**src/rtl/pipe_hazard_pkg.sv**
```systemverilog
// rtl/pipe_hazard_pkg.sv - shared types, encodings and helpers for the pipeline hazard unit
//   FWD_*        : EX operand-select encodings
//   SB_AW        : register-address width held in scoreboard entries (REG_AW must not exceed it)
//   *_entry_t    : scoreboard entries for the EX, MEM and WB stages
//   sat_inc()    : saturating increment of a W-bit value carried in 64 bits
package pipe_hazard_pkg;

  localparam logic [1:0] FWD_RF    = 2'b00;
  localparam logic [1:0] FWD_EXMEM = 2'b01;
  localparam logic [1:0] FWD_MEMWB = 2'b10;

  // Register numbers are zero-extended into this width, so one set of
  // entry types serves every REG_AW up to SB_AW.
  localparam int SB_AW = 8;

  typedef struct packed {
    logic             v;
    logic [SB_AW-1:0] rs;
    logic [SB_AW-1:0] rt;
    logic             rs_used;
    logic             rt_used;
    logic [SB_AW-1:0] rd;
    logic             regw;
    logic             load;
    logic             mem;
  } ex_entry_t;

  typedef struct packed {
    logic             v;
    logic [SB_AW-1:0] rd;
    logic             regw;
    logic             load;
    logic             mem;
  } mem_entry_t;

  typedef struct packed {
    logic             v;
    logic [SB_AW-1:0] rd;
    logic             regw;
  } wb_entry_t;

  // Holds at all-ones for a w-bit counter; w must be below 64.
  function automatic logic [63:0] sat_inc(input logic [63:0] val, input int unsigned w);
    logic [63:0] max_v;
    max_v = (64'd1 << w) - 64'd1;
    return (val == max_v) ? val : val + 64'd1;
  endfunction

endpackage

```
**src/rtl/pipe_hazard_unit_sat_counter.sv**
```systemverilog
// rtl/pipe_hazard_unit_sat_counter.sv - W-bit saturating event counter
//   clk   : clock
//   rst   : asynchronous active-low reset, clears count
//   inc   : count one event this cycle
//   count : current value, sticks at all-ones
module sat_counter
  import pipe_hazard_pkg::*;
#(
  parameter int W = 16
) (
  input  logic         clk,
  input  logic         rst,
  input  logic         inc,
  output logic [W-1:0] count
);

  logic [63:0] nxt;
  logic [63:W] nxt_hi_unused;

  assign nxt           = sat_inc({{(64-W){1'b0}}, count}, W);
  // Upper bits are always zero because count never exceeds W bits.
  assign nxt_hi_unused = nxt[63:W];

  always_ff @(posedge clk or negedge rst) begin
    if (!rst) begin
      count <= '0;
    end else if (inc) begin
      count <= nxt[W-1:0];
    end
  end

endmodule

```
**src/rtl/pipe_hazard_unit.sv**
```systemverilog
// rtl/pipe_hazard_unit.sv - stall/flush/forwarding controller for a 5-stage MIPS pipeline
//   clk, rst                  : clock, asynchronous active-low reset
//   id_valid .. id_mem        : decoded fields of the instruction in ID
//   br_taken                  : EX resolved a taken branch/jump this cycle
//   dm_ready                  : data memory finishes the MEM access this cycle
//   pc_wr .. mem_wb_wr        : pipeline-register write enables
//   if_id_flush, id_ex_flush  : load a bubble into IF/ID, ID/EX
//   fwd_a, fwd_b              : EX operand selects (FWD_* encodings)
//   stall_cnt, flush_cnt      : saturating counts of stalled cycles and taken redirects
module pipe_hazard_unit
  import pipe_hazard_pkg::*;
#(
  parameter int REG_AW = 5,
  parameter int FWD_EN = 1,
  parameter int CNT_W  = 16
) (
  input  logic              clk,
  input  logic              rst,
  input  logic              id_valid,
  input  logic [REG_AW-1:0] id_rs,
  input  logic [REG_AW-1:0] id_rt,
  input  logic              id_rs_used,
  input  logic              id_rt_used,
  input  logic [REG_AW-1:0] id_rd,
  input  logic              id_regw,
  input  logic              id_load,
  input  logic              id_mem,
  input  logic              br_taken,
  input  logic              dm_ready,
  output logic              pc_wr,
  output logic              if_id_wr,
  output logic              id_ex_wr,
  output logic              ex_mem_wr,
  output logic              mem_wb_wr,
  output logic              if_id_flush,
  output logic              id_ex_flush,
  output logic [1:0]        fwd_a,
  output logic [1:0]        fwd_b,
  output logic [CNT_W-1:0]  stall_cnt,
  output logic [CNT_W-1:0]  flush_cnt
);

  ex_entry_t  ex_q;
  mem_entry_t mem_q;
  wb_entry_t  wb_q;
  logic       br_pend_q;

  logic [SB_AW-1:0] rs_x, rt_x, rd_x;
  assign rs_x = SB_AW'(id_rs);
  assign rt_x = SB_AW'(id_rt);
  assign rd_x = SB_AW'(id_rd);

  // A read of src depends on a producer writing rd; register 0 never does.
  function automatic logic src_hit(input logic [SB_AW-1:0] src, input logic used,
                                   input logic v, input logic regw,
                                   input logic [SB_AW-1:0] rd);
    return used && v && regw && (rd == src) && (src != '0);
  endfunction

  // ---------------- forwarding selects ----------------
  logic [1:0] fwd_a_c, fwd_b_c;

  always_comb begin
    fwd_a_c = FWD_RF;
    fwd_b_c = FWD_RF;
    if (FWD_EN != 0) begin
      // MEM holds the younger producer, so it wins over WB.
      if (src_hit(ex_q.rs, ex_q.v & ex_q.rs_used, mem_q.v, mem_q.regw, mem_q.rd))
        fwd_a_c = FWD_EXMEM;
      else if (src_hit(ex_q.rs, ex_q.v & ex_q.rs_used, wb_q.v, wb_q.regw, wb_q.rd))
        fwd_a_c = FWD_MEMWB;
      if (src_hit(ex_q.rt, ex_q.v & ex_q.rt_used, mem_q.v, mem_q.regw, mem_q.rd))
        fwd_b_c = FWD_EXMEM;
      else if (src_hit(ex_q.rt, ex_q.v & ex_q.rt_used, wb_q.v, wb_q.regw, wb_q.rd))
        fwd_b_c = FWD_MEMWB;
    end
  end

  // ---------------- hazard detection ----------------
  logic ex_hit, mem_hit, wb_hit;
  logic raw_ld, raw_any, raw;
  logic mem_wait, redirect, stall;

  assign ex_hit  = src_hit(rs_x, id_rs_used, ex_q.v, ex_q.regw, ex_q.rd)
                 | src_hit(rt_x, id_rt_used, ex_q.v, ex_q.regw, ex_q.rd);
  assign mem_hit = src_hit(rs_x, id_rs_used, mem_q.v, mem_q.regw, mem_q.rd)
                 | src_hit(rt_x, id_rt_used, mem_q.v, mem_q.regw, mem_q.rd);
  assign wb_hit  = src_hit(rs_x, id_rs_used, wb_q.v, wb_q.regw, wb_q.rd)
                 | src_hit(rt_x, id_rt_used, wb_q.v, wb_q.regw, wb_q.rd);

  // With forwarding only a load in EX is too late; without it the reader
  // waits until the producer has left WB.
  assign raw_ld  = id_valid & ex_q.load & ex_hit;
  assign raw_any = id_valid & (ex_hit | mem_hit | wb_hit);
  assign raw     = (FWD_EN != 0) ? raw_ld : raw_any;

  assign mem_wait = mem_q.v & mem_q.mem & ~dm_ready;
  // A redirect squashes the ID instruction, so its hazard no longer matters.
  assign redirect = ~mem_wait & (br_taken | br_pend_q);
  assign stall    = ~mem_wait & ~redirect & raw;

  logic pc_wr_c, id_ex_flush_c;
  assign pc_wr_c       = ~mem_wait & ~stall;
  assign id_ex_flush_c = redirect | stall;

  // Outputs fall back to their reset values while rst is held low,
  // independent of any pending input such as br_taken.
  assign pc_wr       = ~rst | pc_wr_c;
  assign if_id_wr    = ~rst | pc_wr_c;
  assign id_ex_wr    = ~rst | ~mem_wait;
  assign ex_mem_wr   = ~rst | ~mem_wait;
  assign mem_wb_wr   = ~rst | ~mem_wait;
  assign if_id_flush = rst & redirect;
  assign id_ex_flush = rst & id_ex_flush_c;
  assign fwd_a       = rst ? fwd_a_c : FWD_RF;
  assign fwd_b       = rst ? fwd_b_c : FWD_RF;

  // ---------------- scoreboard ----------------
  always_ff @(posedge clk or negedge rst) begin
    if (!rst) begin
      ex_q      <= '0;
      mem_q     <= '0;
      wb_q      <= '0;
      br_pend_q <= 1'b0;
    end else if (mem_wait) begin
      // Pipeline frozen: remember a redirect that EX could not act on.
      br_pend_q <= br_pend_q | br_taken;
    end else begin
      br_pend_q  <= 1'b0;
      wb_q.v     <= mem_q.v;
      wb_q.rd    <= mem_q.rd;
      wb_q.regw  <= mem_q.regw;
      mem_q.v    <= ex_q.v;
      mem_q.rd   <= ex_q.rd;
      mem_q.regw <= ex_q.regw;
      mem_q.load <= ex_q.load;
      mem_q.mem  <= ex_q.mem;
      if (id_ex_flush_c || !id_valid) begin
        ex_q <= '0;
      end else begin
        ex_q.v       <= 1'b1;
        ex_q.rs      <= rs_x;
        ex_q.rt      <= rt_x;
        ex_q.rs_used <= id_rs_used;
        ex_q.rt_used <= id_rt_used;
        ex_q.rd      <= rd_x;
        ex_q.regw    <= id_regw;
        ex_q.load    <= id_load;
        ex_q.mem     <= id_mem;
      end
    end
  end

  // ---------------- performance counters ----------------
  sat_counter #(.W(CNT_W)) u_stall_cnt (
    .clk   (clk),
    .rst   (rst),
    .inc   (~pc_wr_c),
    .count (stall_cnt)
  );

  sat_counter #(.W(CNT_W)) u_flush_cnt (
    .clk   (clk),
    .rst   (rst),
    .inc   (redirect),
    .count (flush_cnt)
  );

endmodule

```
**config.mk**
```make
export PLATFORM = sky130hd
export DESIGN_NAME = pipe_hazard_unit
export DESIGN_NICKNAME = d
export VERILOG_FILES = /design/src/rtl/pipe_hazard_pkg.sv /design/src/rtl/pipe_hazard_unit_sat_counter.sv /design/src/rtl/pipe_hazard_unit.sv
export SDC_FILE = /design/constraint.sdc
export NUM_CORES = 1
export LEC_CHECK = 0
export BUFFER_PORTS_ARGS = -buffer_cell sky130_fd_sc_hd__buf_4
export CORE_MARGIN = 5
export CORE_UTILIZATION = 50
export CTS_BUF_LIST = sky130_fd_sc_hd__clkbuf_8
export DETAILED_ROUTE_END_ITERATION = 7
export PLACE_DENSITY = 0.72
export SLEW_MARGIN = 5
export SYNTH_ARGS = -nofsm -noshare
export SYNTH_HDL_FRONTEND = slang
export SYNTH_SLANG_ARGS = --single-unit
```
**constraint.sdc**
```tcl
create_clock -name clk -period 4.55 [get_ports clk]
set_input_delay 0.91 -clock clk [delete_from_list [all_inputs] [get_ports clk]]
set_output_delay 0.91 -clock clk [all_outputs]
set_load 0.005 [all_outputs]
```
### After elaboration in Yosys (flattened, before gate mapping)

Index checks and enable logic that the tools add are counted.

* register bits after elaboration: 84
* word-level logic and storage cells: 94

* bitwise operators: 25
* add/sub/neg operators: 2
* mux-type cells: 8
* equal/unequal tests: 8
* reduce and logical (&&, ||, !) cells: 32

Operators with widths (number)
* $add 16x1->16 const B: 2
* $eq 16x16->1 const B: 2
* $eq 8x8->1: 4
* $reduce_bool 8->1: 4
* $mux 30: 1
* $logic_and 1x1->1: 24
* $eq 8x5->1: 2
* $and 1x1->1: 12
* $mux 2: 6
* $not 1->1: 8
* $or 1x1->1: 5
* $reduce_and 2->1: 2
* $logic_not 1->1: 1
* $logic_or 1x1->1: 1
* $mux 1: 1

### Depth between registers and ports, before layout

Gate-level depths: netlist of run 1.

* word-level depth: 11
* mapped depth: 7
* mapped depth without buffers: 7

### Modules after synthesis

Synthesis of run 1 repeated with hierarchy kept, for this count alone.

* cell total of the unflattened synthesis: 321
* area total of the unflattened synthesis: 3464.6 um^2

Modules (own cells, without submodules)
* pipe_hazard_unit: times used 1, cells an instance 183, area an instance 1863.0 um^2
* sat_counter: times used 2, cells an instance 69, area an instance 800.8 um^2

### Worst setup path before layout of run 1

OpenSTA, ideal clock, no wires.

* path kind: input to output
* from: in id_rs[0]
* to: out pc_wr
* slack: 1.419 ns
* data required time: 3.640 ns
* buffers on the path: 2
* data arrival time: 2.221 ns
* stages on the path: 7
* path through: nor4_1 > nor2_1 > o2111a_1 > nor3_4 > buf_4 > nand2b_1 > buf_4

* cells in the longest elaborated chain, start to end: 9
* elaborated cells on any way between the ends: 10

Ends and longest elaborated chain
* from (decl): RTL line pipe_hazard_unit.sv:20 `input logic [REG_AW-1:0] id_rs,`
* $eq 8x5->1: RTL line pipe_hazard_unit.sv:57 `return used && v && regw && (rd == src) && (src != '0);`
* $logic_and 1x1->1: RTL line pipe_hazard_unit.sv:57
* $logic_and 1x1->1 *: RTL line pipe_hazard_unit.sv:57
* $or 1x1->1 *: RTL line pipe_hazard_unit.sv:85 `| src_hit(rt_x, id_rt_used, ex_q.v, ex_q.regw, ex_q.rd);`
* $and 1x1->1 *: RTL line pipe_hazard_unit.sv:93 `assign raw_ld = id_valid & ex_q.load & ex_hit;`
* $and 1x1->1 *: RTL line pipe_hazard_unit.sv:100 `assign stall = ~mem_wait & ~redirect & raw;`
* $not 1->1 *: RTL line pipe_hazard_unit.sv:103 `assign pc_wr_c = ~mem_wait & ~stall;`
* $and 1x1->1 *: RTL line pipe_hazard_unit.sv:103
* $or 1x1->1 *
* to (decl): RTL line pipe_hazard_unit.sv:30 `output logic pc_wr,`

Every way passes the cells marked *; elsewhere a longest branch is shown, timed or not.

### Final worst setup path of run 1

* from: in id_rs[0]
* to: out pc_wr

* cells in the longest elaborated chain, start to end: 9
* elaborated cells on any way between the ends: 10

Ends and longest elaborated chain
* $eq 8x5->1: RTL line pipe_hazard_unit.sv:57
* $logic_and 1x1->1: RTL line pipe_hazard_unit.sv:57
* $logic_and 1x1->1 *: RTL line pipe_hazard_unit.sv:57
* $or 1x1->1 *: RTL line pipe_hazard_unit.sv:85
* $and 1x1->1 *: RTL line pipe_hazard_unit.sv:93
* $and 1x1->1 *: RTL line pipe_hazard_unit.sv:100
* $not 1->1 *: RTL line pipe_hazard_unit.sv:103
* $and 1x1->1 *: RTL line pipe_hazard_unit.sv:103
* $or 1x1->1 *: RTL line pipe_hazard_unit.sv:108 `assign pc_wr = ~rst | pc_wr_c;`

Marked as above.

==> out/results.env, run 1 <==
RUN_STATUS='complete, no violations'
SYNTH_CELL_TYPES=38
SYNTH_MOST_COMMON_CELL='sky130_fd_sc_hd__dfrtp_1'
NETLIST_TOP_CELLS_AREA='sky130_fd_sc_hd__dfrtp_1 52%, sky130_fd_sc_hd__xor2_1 9.2%, sky130_fd_sc_hd__nand2_1 5.9%'
TOTAL_LEAKAGE_POWER_nW=2.10
CP_CAPTURE_TYPE='primary output'
CLOCK_PATH_BUFFERS=2
PATH_MAX_FANOUT=18
GROUTE.USAGE.OVERALL_PCT=19.4
CTS_TREE='yes'
AREA_GROWTH_SYN_TO_LAYOUT_PCT=24.0
SYNTH_TOP_CELL_AREA_SHARE_PCT=51.8
SEQ_AREA_FRAC_SYNTH_PCT=51.8
INITIAL_UTILIZATION_PCT=51.9
UNREPAIRED_SETUP_ENDPOINTS_AFTER_GLOBAL_ROUTING='false'
SYNTH-SEQ-CELLS=69
YS_ASYNC_RST_SHARE_PCT=100
GRT_PASS1_VIAS=2617
INSERTION_DELAY_NS=0.35
PERIOD_SHARE_PCT=74.3
GRT.OVERFLOW.TOTAL=0
CP.BUFFERS_INVERTERS=3
VDD_DROP_MAX_uV=266
MAX_CLOCK_FREQ_MHz=296
FINALWEIGHTEDCONGESTION=0.842
CRITPATHSLOWESTCELL='sky130_fd_sc_hd__nor4_1'
SETUP_TOTAL_NEGATIVE_SLACK_NS=0
CTS_SINKS=69
TOTAL_POWER_W=0.00154
VIAS=2589
DR.FIRST_ITER.DRC_COUNT=167
ROUTED_VIA_DENSITY=5.56
GRT_FIRST_PASS_WIRELENGTH_UM=13000
FINISH.NET_COUNT=411
FINAL_CORE_UTIL_PCT=64.3
NETLIST_TOP_CELLS_COUNT='69 x sky130_fd_sc_hd__dfrtp_1, 52 x sky130_fd_sc_hd__nand2_1, 35 x sky130_fd_sc_hd__xor2_1'
IO_BUFFER_COUNT=67
ANTENNA-DIODE-COUNT=0
CRITPATHARRIVALTIME_NS=2.47
WARNINGS_SYNTHESIS=0
POWER.DENSITY_nW_PER_UM2=372
FLOORPLAN.DIE_AREA_UM2=8390
LAYOUT-DRIVE-GT1-SHARE_PCT=24.2
CP_SLOWEST_STAGE_DELAY_NS=0.37
DRT_DRC_VIOLATIONS_LEFT=0
GRT_MAX_DEGREE=74
HOLDBUFCOUNTCTS=0
ANTENNA_VIOLATING_NETS_POST_ROUTE=0
SYN-NUM-NETS=339
POST_SYNTH_INST_COUNT=312
TIMING_MAX_TRANSITION_VIOLATIONS_FINAL=0
CTS_SETUP_BUFFERS=0
DIE_HEIGHT_UM=91.6
DRV_CAP=0
FINALHOLDVIOLCOUNT=0
CP_CELL_SEQUENCE='buf_4 -> nor4_1 -> nor2_1 -> o2111a_1 -> nor3_4 -> buf_4 -> nand2b_1 -> buf_4'
STD_CELL_CORE_AREA_UM2=6420
FIRST_PASS_ITERS=6
SETUP.WORST_PATH.START_CLASS='input port'
BOUNDARYPINS=68
ANTENNA_FOUND_INITIAL=0
WORST-ENDPOINT-REQUIRED_NS=3.64
DIE_W_UM=91.6
SETUP_VIOL=0
PATH_COMMON_CELL='sky130_fd_sc_hd__buf_4'
SYNTH_TOP_FLOP_CELL='sky130_fd_sc_hd__dfrtp_1'
ROWS=29
KIND_OF_CRITICAL_PATH='input port to primary output'
SYN_AREA_UM2=3330
RELSLEWSLACK_PCT=41.8
CTS.REPORTEDPATHS.CLKPINSLEW_NS=0.08
DRT-TOTAL-WL_UM=7620
PLACED_INSTANCE_COUNT=450
FINISH.CELL_COUNT_WITHOUT_FILLERS=466
CRIT_FAMILY='simple AND/OR/NAND/NOR gates'
SYNTH.LARGEST_AREA_CELL='sky130_fd_sc_hd__dfrtp_1'
EDFF_COUNT_SYNTH=0
WORSTMARGINPINSLEW_NS=0.873
DPL.HPWL_UM=5440
PERIOD_MINUS_SLACK_NS=3.38
CTS_BUFFERS=9
CLOCK-ROOT-BUFFER='sky130_fd_sc_hd__clkbuf_8'
CTS_RESIZED=0
HOLDCRITPATHCLASS='input port to asynchronous set/reset pin'
AVERAGE_SIZE_OF_A_MAPPED_CELL_UM2=10.7
FINALCLOCKSKEW_NS=0.0113
POST_DRT_WL_PER_CELL_UM=16.4
CTS-HTREE-LEVELS=3
-- power breakdown --
part	internal, W	switching [W]	total (W)
sequential	0.000669	0.0000720	0.000741
clock	0.000340	0.000235	0.000574
combinational	0.000129	0.0000924	0.000221
total	0.00114	0.000399	0.00154
-- final timing paths --
| check | start | to | slack [ns] | depth (start not counted) |
|---|---|---|---|---|
| min in group clk | ex_q[0] | mem_q[0] | 0.48 | 1 |
| worst max-delay path | id_rs[0] | pc_wr | 1.17 | 8 |
| worst min-delay path | rst | wb_q[1] | 0.33 | 1 |
| worst max register to register | ex_q[5] | u_stall_cnt.count[15] | 2.26 | 7 |
| max in group asynchronous | rst | u_flush_cnt.count[15] | 3.20 | 2 |
| worst min register to register | ex_q[0] | mem_q[0] | 0.48 | 1 |
-- placed cells by master (no fill, tap or decap), types with 2 or more instances in the layout --
master / n
sky130_fd_sc_hd__buf_4: 71
sky130_fd_sc_hd__dfrtp_1: 69
sky130_fd_sc_hd__nand2_1: 52
sky130_fd_sc_hd__xor2_1: 35
sky130_fd_sc_hd__xnor2_1: 21
sky130_fd_sc_hd__a22o_1: 20
sky130_fd_sc_hd__nor2_1: 14
sky130_fd_sc_hd__nor4_1: 11
sky130_fd_sc_hd__nand3_1: 11
sky130_fd_sc_hd__clkbuf_8: 11
sky130_fd_sc_hd__nand4_1: 10
sky130_fd_sc_hd__and3_1: 9
sky130_fd_sc_hd__nor3_1: 9
sky130_fd_sc_hd__nand2b_1: 6
sky130_fd_sc_hd__or4_1: 3
sky130_fd_sc_hd__o21ai_0: 3
sky130_fd_sc_hd__mux2_2: 3
sky130_fd_sc_hd__nor4b_1: 3
sky130_fd_sc_hd__and2_1: 2
sky130_fd_sc_hd__inv_1: 2
sky130_fd_sc_hd__o2111a_1: 2
sky130_fd_sc_hd__ha_1: 2
sky130_fd_sc_hd__bufinv_16: 2
-- kinds of logic after synthesis --
family	synth area share (%)
simple gates	21.5
flops	51.8
xor+xnor	14.7
compound gates	7.96
buf+inv	2.25
mux	1.01
fa+ha+maj	0.751
-- state kept, by name, indices dropped and copies added (netlist names) --
| register | flops |
|---|---|
| u_stall_cnt.count | 16 |
| mem_q | 8 |
| u_flush_cnt.count | 16 |
| wb_q | 7 |
| ex_q | 21 |
| br_pend_q | 1 |
-- routing by layer --
| layer | global-route usage, % | routed length [um] | vias to the layer above |
|---|---|---|---|
| li1 | - | - | 1235 |
| met1 | 25.5 | 3440 | 1277 |
| met2 | 30.5 | 3710 | 64 |
| met3 | 4.50 | 329 | 13 |
| met4 | 9.42 | 146 | 0 |
| met5 | 0 | 0 | - |
-- cell type report --
type / count / area [um2]
clock inverter: 5 / 81.3
tap: 77 / 96.3
fill: 520 / 2290
timing repair buffer: 71 / 533
clock buffer: 11 / 151
sequential: 69 / 1730
multi-input combinational: 231 / 1540
inverter: 2 / 7.51
-- metrics by stage --
| step | area [um2] | hold WS [ns] | worst slack (ns) |
|---|---|---|---|
| 2_1_floorplan | 3330 | 0.435 | 1.42 |
| 5_1_grt | 4130 | 0.306 | 1.03 |
| 3_5_place_dp | 3900 | 0.468 | 1.17 |
| 3_3_place_gp | 3900 | 0.451 | 1.14 |
| 6_report | 4130 | 0.326 | 1.17 |
| 4_1_cts | 4130 | 0.315 | 1.14 |
-- worst register-to-register path, cell delays in order (launching register included) --
cell and delay (ns):
sky130_fd_sc_hd__dfrtp_1 0.45, sky130_fd_sc_hd__xor2_1 0.19, sky130_fd_sc_hd__nor3_1 0.29, sky130_fd_sc_hd__o2111a_1 0.31
sky130_fd_sc_hd__nor3_4 0.06, sky130_fd_sc_hd__buf_4 0.20, sky130_fd_sc_hd__nor4_1 0.31, sky130_fd_sc_hd__mux2_2 0.37
Note: power is estimated with default switching activity, not from simulation.
==> inputs of run 2 (changes only) <==
clock period = 3.4 ns   (was 4.55 ns; I/O delays follow)
==> out/results.env, run 2 (synthesis results as in run 1) <==
CTS-HTREE-LEVELS=3  # unchanged
SETUP.WORST_PATH.START_CLASS='flop'
RUN_STATUS='complete, no violations'
DRT_DRC_VIOLATIONS_LEFT=0  # unchanged
MAX_CLOCK_FREQ_MHz=361
WORSTMARGINPINSLEW_NS=0.730  # -0.143 ns
CP_CELL_SEQUENCE='or4_1 -> o21ai_0 -> nor4_1 -> nor4_1 -> buf_4'
CTS_RESIZED=0  # unchanged
STD_CELL_CORE_AREA_UM2=6420  # unchanged
POST_DRT_WL_PER_CELL_UM=16.4  # about the same
DIE_W_UM=91.6  # unchanged
DIE_HEIGHT_UM=91.6  # unchanged
FIRST_PASS_ITERS=4  # -2
PERIOD_MINUS_SLACK_NS=2.77
DRV_CAP=0  # unchanged
ANTENNA_FOUND_INITIAL=0  # unchanged
CTS_TREE='yes'
DPL.HPWL_UM=5660  # +4.1%
MET1_LENGTH_UM=3390  # -1.3%
HOLDBUFCOUNTCTS=0  # unchanged
LARGEST_REGISTER_FFS=21  # unchanged
CLOCK_PATH_BUFFERS=2  # unchanged
CRITPATHSLOWESTCELL='sky130_fd_sc_hd__or4_1'
ROWS=29  # unchanged
PATH_MAX_FANOUT=4  # -14
VIAS=2604  # +0.58%
FINALCLOCKSKEW_NS=0.00976  # -0.00156 ns
FINALHOLDVIOLCOUNT=0  # unchanged
AREA_GROWTH_SYN_TO_LAYOUT_PCT=23.4
GRT.OVERFLOW.TOTAL=0  # unchanged
GRT_MAX_DEGREE=43  # -42%
INSERTION_DELAY_NS=0.33  # -0.02 ns
FINISH.NET_COUNT=413  # +0.49%
LAYOUT-DRIVE-GT1-SHARE_PCT=24.6  # +0.39 points
SETUP_TOTAL_NEGATIVE_SLACK_NS=0  # unchanged
CRIT_FAMILY='simple AND/OR/NAND/NOR gates'
SETUP_VIOL=0  # unchanged
GRT_PASS1_VIAS=2647  # +1.1%
ANTENNA-DIODE-COUNT=0  # unchanged
MAX_FLOP_REGISTER='ex_q'
MOSTFREQUENTLAYOUTCELLS='73 x sky130_fd_sc_hd__buf_4, 69 x sky130_fd_sc_hd__dfrtp_1, 52 x sky130_fd_sc_hd__nand2_1, 35 x sky130_fd_sc_hd__xor2_1, 21 x sky130_fd_sc_hd__xnor2_1'
DETAILROUTE.WIRELENGTH.MET3_UM=338  # +2.7%
FINALWEIGHTEDCONGESTION=0.842  # about the same
CP_CAPTURE_TYPE='primary output'
ANTENNA_VIOLATING_NETS_POST_ROUTE=0  # unchanged
UNREPAIRED_SETUP_ENDPOINTS_AFTER_GLOBAL_ROUTING='false'
CTS_SETUP_BUFFERS=0  # unchanged
GRT_FIRST_PASS_WIRELENGTH_UM=13100  # +0.53%
DRT-TOTAL-WL_UM=7660  # +0.51%
ROUTED_VIA_DENSITY=5.56  # +0.15%
LAYOUT.CELL_AREA.NON_FILLER_UM2=4110  # -0.51%
TOTAL_LEAKAGE_POWER_nW=2.09  # -0.20%
TIMING_MAX_TRANSITION_VIOLATIONS_FINAL=0  # unchanged
CP.BUFFERS_INVERTERS=1  # -2
POWER.DENSITY_nW_PER_UM2=468  # +26%
CTS_SINKS=69  # unchanged
HOLD_SLACK_NS=0.397  # +0.0708 ns
CTS_BUFFERS=9  # unchanged
MOSTFREQUENTLAYOUTCELL='sky130_fd_sc_hd__buf_4'
CLOCK-ROOT-BUFFER='sky130_fd_sc_hd__clkbuf_8'
VDD_DROP_MAX_uV=341  # +28%
TOP_REGS='ex_q: 21 flops, u_flush_cnt.count: 16 flops, u_stall_cnt.count: 16 flops'
PLACED_AREA_UM2=3910  # +0.38%
KIND_OF_CRITICAL_PATH='flop to primary output'
WORST-ENDPOINT-REQUIRED_NS=2.72  # -0.92 ns
CP_SLOWEST_STAGE_DELAY_NS=0.52  # +0.15 ns
PATH_COMMON_CELL='sky130_fd_sc_hd__nor4_1'
BOUNDARYPINS=68  # unchanged
DR.MAX_LAYER_USED='met4'
CRITPATHARRIVALTIME_NS=2.09  # -0.38 ns
RELSLEWSLACK_PCT=50.9  # +9.1 points
CTS.REPORTEDPATHS.CLKPINSLEW_NS=0.07  # about the same
DR.FIRST_ITER.DRC_COUNT=117  # -30%
GROUTE.USAGE.OVERALL_PCT=19.4  # -0.028 points
IO_BUFFER_COUNT=67  # unchanged
HOLDCRITPATHCLASS='input port to asynchronous set/reset pin'
MET2_WIRELENGTH_UM=3770  # +1.9%
PERIOD_SHARE_PCT=81.6
INITIAL_UTILIZATION_PCT=51.9  # unchanged
FLOORPLAN.DIE_AREA_UM2=8390  # unchanged
[run 2: changes by cell type in the layout (fill, tap and decap cells not counted)]
cell / delta
sky130_fd_sc_hd__inv_6: -1
sky130_fd_sc_hd__buf_4: +2
sky130_fd_sc_hd__bufinv_16: -2
sky130_fd_sc_hd__clkinv_2: +1
sky130_fd_sc_hd__clkbuf_8: +2
[run 2: layout make-up]
type	instances	area [um2]
Multi-Input combinational cell	231	1540
Tap cell	77	96.3
Fill cell	552	2310
Inverter	2	7.51
Clock inverter	3	17.5
Timing Repair Buffer	73	548
Sequential cell	69	1730
Clock buffer	13	179
[run 2: report_power, final]
part | total [W] | leakage, nW | internal [W] | switching, W
clock | 0.000639 | 0.101 | 0.000342 | 0.000296
combinational | 0.000297 | 1.07 | 0.000174 | 0.000124
sequential | 0.000990 | 0.924 | 0.000896 | 0.0000938
total | 0.00193 | 2.09 | 0.00141 | 0.000514
[run 2: worst register-to-register path, cell delays in order (launching register included)]
cell	delay [ns]
sky130_fd_sc_hd__dfrtp_1	0.46
sky130_fd_sc_hd__xor2_1	0.20
sky130_fd_sc_hd__nor3_1	0.33
sky130_fd_sc_hd__o2111a_1	0.31
sky130_fd_sc_hd__nor3_4	0.06
sky130_fd_sc_hd__buf_4	0.22
sky130_fd_sc_hd__nor4_1	0.30
sky130_fd_sc_hd__mux2_2	0.38
[run 2: per-stage QoR]
step | total power, W | utilization, % | worst slack (ns) | cells
2_1_floorplan | 0.00113 | - | 0.729 | 312
3_3_place_gp | 0.00130 | 60.9 | 0.622 | 452
3_5_place_dp | 0.00131 | 60.9 | 0.628 | 452
4_1_cts | 0.00195 | 64.0 | 0.617 | 468
5_1_grt | 0.00205 | 64.0 | 0.484 | 468
6_report | 0.00193 | 64.0 | 0.627 | 468
[run 2: path summary, 6_finish.rpt]
check | start | to | cells after the start | slack (ns)
worst max-delay path | ex_q[14] | fwd_b[1] | 5 | 0.63
worst min-delay path | rst | ex_q[7] | 2 | 0.40
worst max register to register | ex_q[3] | u_stall_cnt.count[15] | 7 | 1.03
worst min register to register | ex_q[0] | mem_q[0] | 1 | 0.47
max in group asynchronous | rst | u_stall_cnt.count[6] | 2 | 2.57
min in group clk | ex_q[0] | mem_q[0] | 1 | 0.47
[run 2: per-layer routing]
metal  up-vias  track usage, %
met5         -               0
met4         0            7.16
met3        12            4.91
met2        60            31.3
met1      1285            25.3
li1       1247               -
